===== src/rtl/cmp_pkg.sv =====
// cmp_pkg: comparator result codes, run-FSM state enum and code-to-state mapping
package cmp_pkg;
  localparam logic [1:0] RES_EQ = 2'b00, RES_GT = 2'b01, RES_LT = 2'b10, RES_BAD = 2'b11;
  typedef enum logic [1:0] {IDLE, RUN_GT, RUN_LT, RUN_EQ} run_state_t;
  function automatic run_state_t res2state(logic [1:0] r);
    return r == RES_GT ? RUN_GT : r == RES_LT ? RUN_LT : RUN_EQ;
  endfunction
endpackage


===== src/rtl/cmp_stream_monitor_if.sv =====
// cmp_stream_monitor_if: monitor bus; slave sees in_valid/in_res/clr/evt_ready in, cnt_*/run_len/last_res/evt_*/err out
interface cmp_stream_monitor_if #(parameter int CNT_W = 8);
  logic in_valid;
  logic [1:0] in_res;
  logic clr;
  logic [CNT_W-1:0] cnt_gt, cnt_lt, cnt_eq;
  logic [3:0] run_len;
  logic [1:0] last_res;
  logic evt_valid;
  logic [1:0] evt_code;
  logic evt_ready;
  logic evt_ovf;
  logic err;
  modport master(output in_valid, in_res, clr, evt_ready,
                 input cnt_gt, cnt_lt, cnt_eq, run_len, last_res, evt_valid, evt_code, evt_ovf, err);
  modport slave(input in_valid, in_res, clr, evt_ready,
                output cnt_gt, cnt_lt, cnt_eq, run_len, last_res, evt_valid, evt_code, evt_ovf, err);
endinterface


===== src/rtl/sat_counter.sv =====
// sat_counter: W-bit up-counter that sticks at all-ones; ports clk, rst, clr, inc in, q out
module sat_counter #(parameter int W = 8) (
  input  logic clk,
  input  logic rst,
  input  logic clr,
  input  logic inc,
  output logic [W-1:0] q
);
  always_ff @(posedge clk)
    if (rst || clr) q <= '0;
    else if (inc && q != '1) q <= q + 1'b1;
endmodule


===== src/rtl/cmp_stream_monitor.sv =====
// cmp_stream_monitor: counts comparator results and flags runs of STREAK_LEN; ports clk, rst, bus (slave); CMP_MON_ERR_EN enables sticky err on code 11
module cmp_stream_monitor import cmp_pkg::*; #(
  parameter int CNT_W = 8,
  parameter int STREAK_LEN = 4
) (
  input logic clk,
  input logic rst,
  cmp_stream_monitor_if.slave bus
);
  run_state_t state, state_n;
  logic [3:0] run_n;
  logic [1:0] last_n, code_n;
  logic valid_n, ovf_n, acc, new_evt;
  logic [CNT_W-1:0] c_gt, c_lt, c_eq;
  assign acc = bus.in_valid && !bus.clr && bus.in_res != RES_BAD;
  sat_counter #(.W(CNT_W)) u_gt (.clk(clk), .rst(rst), .clr(bus.clr), .inc(acc && bus.in_res == RES_GT), .q(c_gt));
  sat_counter #(.W(CNT_W)) u_lt (.clk(clk), .rst(rst), .clr(bus.clr), .inc(acc && bus.in_res == RES_LT), .q(c_lt));
  sat_counter #(.W(CNT_W)) u_eq (.clk(clk), .rst(rst), .clr(bus.clr), .inc(acc && bus.in_res == RES_EQ), .q(c_eq));
  assign bus.cnt_gt = c_gt;
  assign bus.cnt_lt = c_lt;
  assign bus.cnt_eq = c_eq;
  always_comb begin
    state_n = bus.clr ? IDLE : acc ? res2state(bus.in_res) : state;
    run_n = bus.clr ? 4'd0 : !acc ? bus.run_len : state != res2state(bus.in_res) ? 4'd1 :
            bus.run_len == 4'd15 ? 4'd15 : bus.run_len + 4'd1;
    last_n = acc ? bus.in_res : bus.last_res;
    // a run held at 15 keeps run_n unchanged, so it cannot re-fire
    new_evt = acc && run_n == 4'(STREAK_LEN) && run_n != bus.run_len;
    valid_n = new_evt || (bus.evt_valid && !bus.evt_ready);
    code_n = new_evt && (!bus.evt_valid || bus.evt_ready) ? bus.in_res : bus.evt_code;
    ovf_n = !bus.clr && (bus.evt_ovf || (new_evt && bus.evt_valid && !bus.evt_ready));
  end
  always_ff @(posedge clk)
    if (rst) begin
      state <= IDLE;
      bus.run_len <= '0;
      bus.last_res <= RES_EQ;
      bus.evt_valid <= 1'b0;
      bus.evt_code <= RES_EQ;
      bus.evt_ovf <= 1'b0;
    end else begin
      state <= state_n;
      bus.run_len <= run_n;
      bus.last_res <= last_n;
      bus.evt_valid <= valid_n;
      bus.evt_code <= code_n;
      bus.evt_ovf <= ovf_n;
    end
`ifdef CMP_MON_ERR_EN
  always_ff @(posedge clk)
    bus.err <= !rst && !bus.clr && (bus.err || (bus.in_valid && bus.in_res == RES_BAD));
`else
  assign bus.err = 1'b0;
`endif
endmodule


===== src/flat_wrapper.sv =====
// flat-port wrapper written by rule: the top's interface ports become plain ports
module cmp_stream_monitor_flat import cmp_pkg::*;
#(
  parameter int CNT_W = 8,
  parameter int STREAK_LEN = 4
)
  (clk, rst, bus_in_valid, bus_in_res, bus_clr, bus_evt_ready, bus_cnt_gt, bus_cnt_lt, bus_cnt_eq, bus_run_len, bus_last_res, bus_evt_valid, bus_evt_code, bus_evt_ovf, bus_err);
  cmp_stream_monitor_if #(.CNT_W(CNT_W)) bus_i ();
  input logic clk;
  input logic rst;
  input wire logic [$bits(bus_i.in_valid)-1:0] bus_in_valid;
  input wire logic [$bits(bus_i.in_res)-1:0] bus_in_res;
  input wire logic [$bits(bus_i.clr)-1:0] bus_clr;
  input wire logic [$bits(bus_i.evt_ready)-1:0] bus_evt_ready;
  output wire logic [$bits(bus_i.cnt_gt)-1:0] bus_cnt_gt;
  output wire logic [$bits(bus_i.cnt_lt)-1:0] bus_cnt_lt;
  output wire logic [$bits(bus_i.cnt_eq)-1:0] bus_cnt_eq;
  output wire logic [$bits(bus_i.run_len)-1:0] bus_run_len;
  output wire logic [$bits(bus_i.last_res)-1:0] bus_last_res;
  output wire logic [$bits(bus_i.evt_valid)-1:0] bus_evt_valid;
  output wire logic [$bits(bus_i.evt_code)-1:0] bus_evt_code;
  output wire logic [$bits(bus_i.evt_ovf)-1:0] bus_evt_ovf;
  output wire logic [$bits(bus_i.err)-1:0] bus_err;
  assign bus_i.in_valid = bus_in_valid;
  assign bus_i.in_res = bus_in_res;
  assign bus_i.clr = bus_clr;
  assign bus_i.evt_ready = bus_evt_ready;
  assign bus_cnt_gt = bus_i.cnt_gt;
  assign bus_cnt_lt = bus_i.cnt_lt;
  assign bus_cnt_eq = bus_i.cnt_eq;
  assign bus_run_len = bus_i.run_len;
  assign bus_last_res = bus_i.last_res;
  assign bus_evt_valid = bus_i.evt_valid;
  assign bus_evt_code = bus_i.evt_code;
  assign bus_evt_ovf = bus_i.evt_ovf;
  assign bus_err = bus_i.err;
  cmp_stream_monitor #(.CNT_W(CNT_W), .STREAK_LEN(STREAK_LEN)) u_core (.clk(clk), .rst(rst), .bus(bus_i));
endmodule

===== config.mk =====
export PLATFORM = sky130hd
export DESIGN_NAME = cmp_stream_monitor_flat
export DESIGN_NICKNAME = d
export VERILOG_FILES = /design/src/rtl/cmp_pkg.sv /design/src/rtl/cmp_stream_monitor_if.sv /design/src/rtl/sat_counter.sv /design/src/rtl/cmp_stream_monitor.sv /design/src/flat_wrapper.sv
export SDC_FILE = /design/constraint.sdc
export NUM_CORES = 1
export LEC_CHECK = 0
export ABC_AREA = 1
export CAP_MARGIN = 20
export CORE_ASPECT_RATIO = 0.75
export CORE_MARGIN = 5
export CORE_UTILIZATION = 55
export CTS_CLUSTER_DIAMETER = 30
export DETAILED_ROUTE_END_ITERATION = 8
export PLACE_DENSITY = 0.95
export SYNTH_ARGS = -nofsm -noshare
export SYNTH_HDL_FRONTEND = slang
export SYNTH_HIERARCHICAL = 1
export SYNTH_SLANG_ARGS = --single-unit

===== constraint.sdc =====
create_clock -name clk -period 3.5 [get_ports clk]
set_input_delay 0.7 -clock clk [delete_from_list [all_inputs] [get_ports clk]]
set_output_delay 0.7 -clock clk [all_outputs]
set_load 0.01 [all_outputs]

# Word level (Yosys, flattened, before mapping)
# Cells that the tools add are included.
op_classes:
  add_sub_neg: 4
  eq_ne: 10
  n_mux: 6
  n_reduce_logical: 24
ops:
  columns: ["op", "n"]
  rows:
  - ["$add A8 B1 Y8 const B", 3]
  - ["$ne A8 B8 Y1 const B", 3]
  - ["$mux W4", 4]
  - ["$logic_and A1 B1 Y1", 15]
  - ["$add A4 B1 Y4 const B", 1]
  - ["$eq A4 B3 Y1 const B", 1]
  - ["$eq A4 B4 Y1 const B", 1]
  - ["$logic_or A1 B1 Y1", 4]
  - ["$ne A4 B4 Y1", 1]
  - ["$logic_not A1 Y1", 3]
  - ["$eq A2 B1 Y1 const B", 1]
  - ["$eq A2 B2 Y1 const B", 1]
  - ["$logic_not A2 Y1", 1]
  - ["$mux W2", 1]
  - ["$ne A2 B2 Y1", 1]
  - ["$ne A2 B2 Y1 const B", 1]
  - ["$reduce_or A2 Y1", 1]
  - ["$mux W1", 1]
word_totals:
  ff_bits: 36
  inputBits: 7
  out_inout_bits: 35
  wordCells: 53

# Logic depth before layout (Yosys ltp)
logic_depth:
  ltp_word: 14
  mapped_depth: 13
  ltp_nobuf: 13

# Hierarchy
# Netlist, hierarchy kept.
by_module_without_submodules:
  columns: ["module", "instances", "cells_per_inst", "area_per_inst_um2", "seq_area_each_um2"]
  rows:
  - ["sat_counter", 3, 67, 447.9, 160.2]
  - ["cmp_stream_monitor", 1, 100, 686.9, 240.2]

# Worst setup path before layout
# No wires, ideal clock.
synth_timing:
  path_kind: "input -> register"
  from: "input port bus_in_valid"
  to: "register u_core.u_eq.q[4]"
  setup_ps: 115
  arrival_ps: 1978
  t_required_ps: 3385
  slack_ps: 1407
  path_stages: 10
  path_buffers: 1
  cell_sequence: "inv_1 > nor2_2 > nand2_2 > buf_6 > nor3_1 > nand2_1 > nor3_1 > nand3_1 > nand2_1 > nor2_1"
synth_between:
  elab_chain_cells: 4
synth_lines:
  columns: ["element", "line_no", "rtl"]
  rows:
  - ["start, declared", "flat_wrapper.sv:11", "input wire logic [$bits(bus_i.in_valid)-1:0] bus_in_valid;"]
  - ["$logic_and A1 B1 Y1 (2 in series)", "cmp_stream_monitor.sv:15", "assign acc = bus.in_valid && !bus.clr && bus.in_res != RES_BAD;"]
  - ["$logic_and A1 B1 Y1", "cmp_stream_monitor.sv:18", "sat_counter #(.W(CNT_W)) u_eq (.clk(clk), .rst(rst), .clr(bus.clr), .inc(acc && bus.in_res == RES_EQ), .q(c_eq ..."]
  - ["$logic_and A1 B1 Y1", "sat_counter.sv:11", "else if (inc && q != '1) q <= q + 1'b1;"]
  - ["end signal, assigned", "sat_counter.sv:11", null]
  - ["end, declared", "sat_counter.sv:7", "output logic [W-1:0] q"]
# Every way passes these cells.
# A chain may end at the register's enable or synchronous reset.

# Final worst setup path
# Ends and elaborated chain as after synthesis.

==> impl_metrics.yaml <==
cells_and_area:
  seq_area_um2: 720.7
  fill_cells: 324
  drive_gt1_share_pct: 11.92
  instances_no_fill: 396
  n_antenna_cell: 0
  multi_input_area_mm2: 0.001089
  area_growth_pct: 25.45
  fin_nets: 355
routing:
  viasPerCell: 4.995
  drc: 0
  wl_um: 4472
  postRouteAntennaNets: 0
  drtIter0Drc: 132
  dr.pass1.iters: 4
  vias: 1978
  wl_per_cell_um: 11.29
floorplanning:
  die_height_um: 62.62
  die_x_um: 80.17
  core.rowCount: 19
  dieArea_mm2: 0.005020
  core_area_mm2: 0.003613
  ioPinCount: 42
  start_util_pct: 56.20
timing:
  hold_violations: 0
  setup_tns_ns: 0
  whs_ns: 0.4511
  skew_ns: 0.003967
  setup_viol: 0
  worst_pin_slew_ns: 0.7955
  timing.fmax_ghz: 0.3747
  period_minus_slack_ns: 2.669
  max_slew_margin_pct: 46.56
  setup_ws_ns: 0.8311
  finalCritPeriodShare_pct: 76.25
  rsz0062_at_grt: "false"
  slew_viol_final: 0
clock_tree:
  cts_tree: "done"
  cts_buffers: 5
  cts.sinks: 36
  cts.clk_slew.worst_paths_ns: 0.07
  htree_levels: 2
  cts-root-buf: "clkbuf_8"
  clockBufferDepth: 2
  cts-resized-gates: 0
  post_cts.repair.setup_buffers: 0
  ctsHoldBuffers: 0
  clk_latency_ns: 0.29
grt:
  antenna_found_initial: 0
  grt_remaining_overflow: 0
  grt_usage_pct: 19.03
  grt_first_pass_wirelength_um: 7783
  grt_pass1_vias: 1872
  grt_max_degree: 13
power:
  leakage_nw: 1.065
  ir_worst_vdd_uv: 200.9
  power_per_cell_area_mw_per_mm2: 313.3
placement:
  io_buffers: 40
  numPlacedInstances: 389
  place.gp.congestion: 0.9184
  post-place-ws_ns: 0.6022
  dp_hpwl_um: 3229
yosys:
  ys_seq_elements: 36
  synth-seq-area-share_pct: 35.49
  ys.warnings.count: 6
  syn_inst: 301
  syn_nets: 312
  synth.distinct_cells: 23
  avgSynthCellArea_um2: 6.747
  synthesis.area_mm2: 0.002031
setup_path:
  required_ns: 3.69
  startpoint_type: "input pin"
  setup.worst_path.class: "in -> reg"
  cp_max_fo: 12
  end_kind: "flop"
  arrival_ns: 2.86
min_path:
  min_path_type: "reg -> reg"
run_status:
  status: "complete, no violations"
run:
  max_cap_viol_count: 0
[per-layer routing]
metal | share of wire, % | up-vias | GRT usage [%]
met5 | 0 | - | 0
met1 | 48 | 891 | 23.04
met4 | 2.8 | 0 | 8.861
met3 | 4.7 | 11 | 5.331
li1 | - | 1025 | -
met2 | 45 | 51 | 30.89
[cells by family after synthesis]
logic type | after synthesis | share of synthesized area [%]
AO/OA/AOI/OAI | 29 | 7.702
adder cells (fa/ha/maj) | 4 | 2.465
buffers and inverters | 50 | 10.91
other | 1 | 0.1847
AND/OR/NAND/NOR | 180 | 42.82
XOR/XNOR | 1 | 0.4314
flip-flops | 36 | 35.49
[sequential cells by signal, indices dropped and copies added, names as in the netlist]
name and count:
u_core/bus.evt_code 2, u_core/bus.evt_ovf 1, u_core/bus.evt_valid 1, u_core/bus.last_res 2, u_core/bus.run_len 4, u_core/state 2
u_core/u_eq/q 8, u_core/u_gt/q 8, u_core/u_lt/q 8
[cell usage after synthesis]
library cell | count | area (µm²)
nand3_2 | 6 | 60.06
nand3_1 | 18 | 90.09
nor3_1 | 4 | 20.02
nand2_1 | 79 | 296.5
inv_2 | 6 | 22.52
a211oi_1 | 3 | 22.52
a21oi_1 | 23 | 115.1
a31oi_1 | 3 | 18.77
nor2_4 | 2 | 22.52
conb_1 | 1 | 3.750
buf_6 | 4 | 45.04
clkinv_1 | 3 | 11.26
nor2_1 | 48 | 180.2
nand3b_2 | 3 | 33.78
inv_1 | 36 | 135.1
nor2_8 | 3 | 60.06
nand2_2 | 9 | 56.30
nand4_1 | 4 | 25.02
buf_4 | 1 | 7.510
xnor2_1 | 1 | 8.760
dfxtp_1 | 36 | 720.7
nor2_2 | 4 | 25.02
ha_1 | 4 | 50.05
[stage by stage]
stage / cell area [µm²] / total power [W] / utilization, %
after floorplan: 2031 / 0.0004592 / -
after global placement: 2451 / 0.0004821 / 67.83
after detailed placement: 2451 / 0.0004837 / 67.83
after CTS: 2547 / 0.0008034 / 70.50
after global routing: 2547 / 0.0008255 / 70.50
final: 2547 / 0.0007981 / 70.50
[path summary, 6_finish.rpt]
check / start / end / slack (ns) / cells after the start
min reg2reg: u_core/bus.evt_ovf / u_core/bus.evt_ovf / 0.45 / 2
min: u_core/bus.evt_ovf / u_core/bus.evt_ovf / 0.45 / 2
max: bus_in_valid / u_core/u_eq/q[4] / 0.83 / 10
max reg2reg: u_core/bus.run_len[0] / u_core/bus.evt_valid / 1.91 / 9
[worst max-delay path, cell delays in order]
cell and delay [ns]:
clkdlybuf4s50_1 0.46, inv_1 0.04, nor2_2 0.11, nand2_2 0.18, nor3_1 0.66, nand2_1 0.21, nor3_1 0.26, nand3_1 0.12
nand2_1 0.08, nor2_1 0.04
[cells in the final DEF, fill, tap and decap left out]
cell,n
a211oi_1,3
a21oi_1,23
a31oi_1,3
buf_4,1
clkbuf_8,7
clkdlybuf4s50_1,40
clkinv_1,3
conb_1,1
dfxtp_1,36
ha_1,4
inv_1,36
inv_2,6
nand2_1,79
nand2_2,9
nand3_1,18
nand3_2,6
nand3b_2,3
nand4_1,4
nor2_1,48
nor2_2,4
nor2_4,2
nor2_8,3
nor3_1,4
xnor2_1,1
[report_power, final]
group | switching, W | internal (W)
combinational | 0.0000352 | 0.0000241
clock | 0.000148 | 0.000175
sequential | 0.00000318 | 0.000413
total | 0.000186 | 0.000612
[cell type report]
cell class,count,area share [%]
Timing Repair Buffer,41,16.01
Tap cell,52,2.554
Multi-Input combinational cell,215,42.73
Sequential cell,36,28.29
Inverter,45,6.631
Clock buffer,7,3.782
Power figures use the tool's default switching activity.
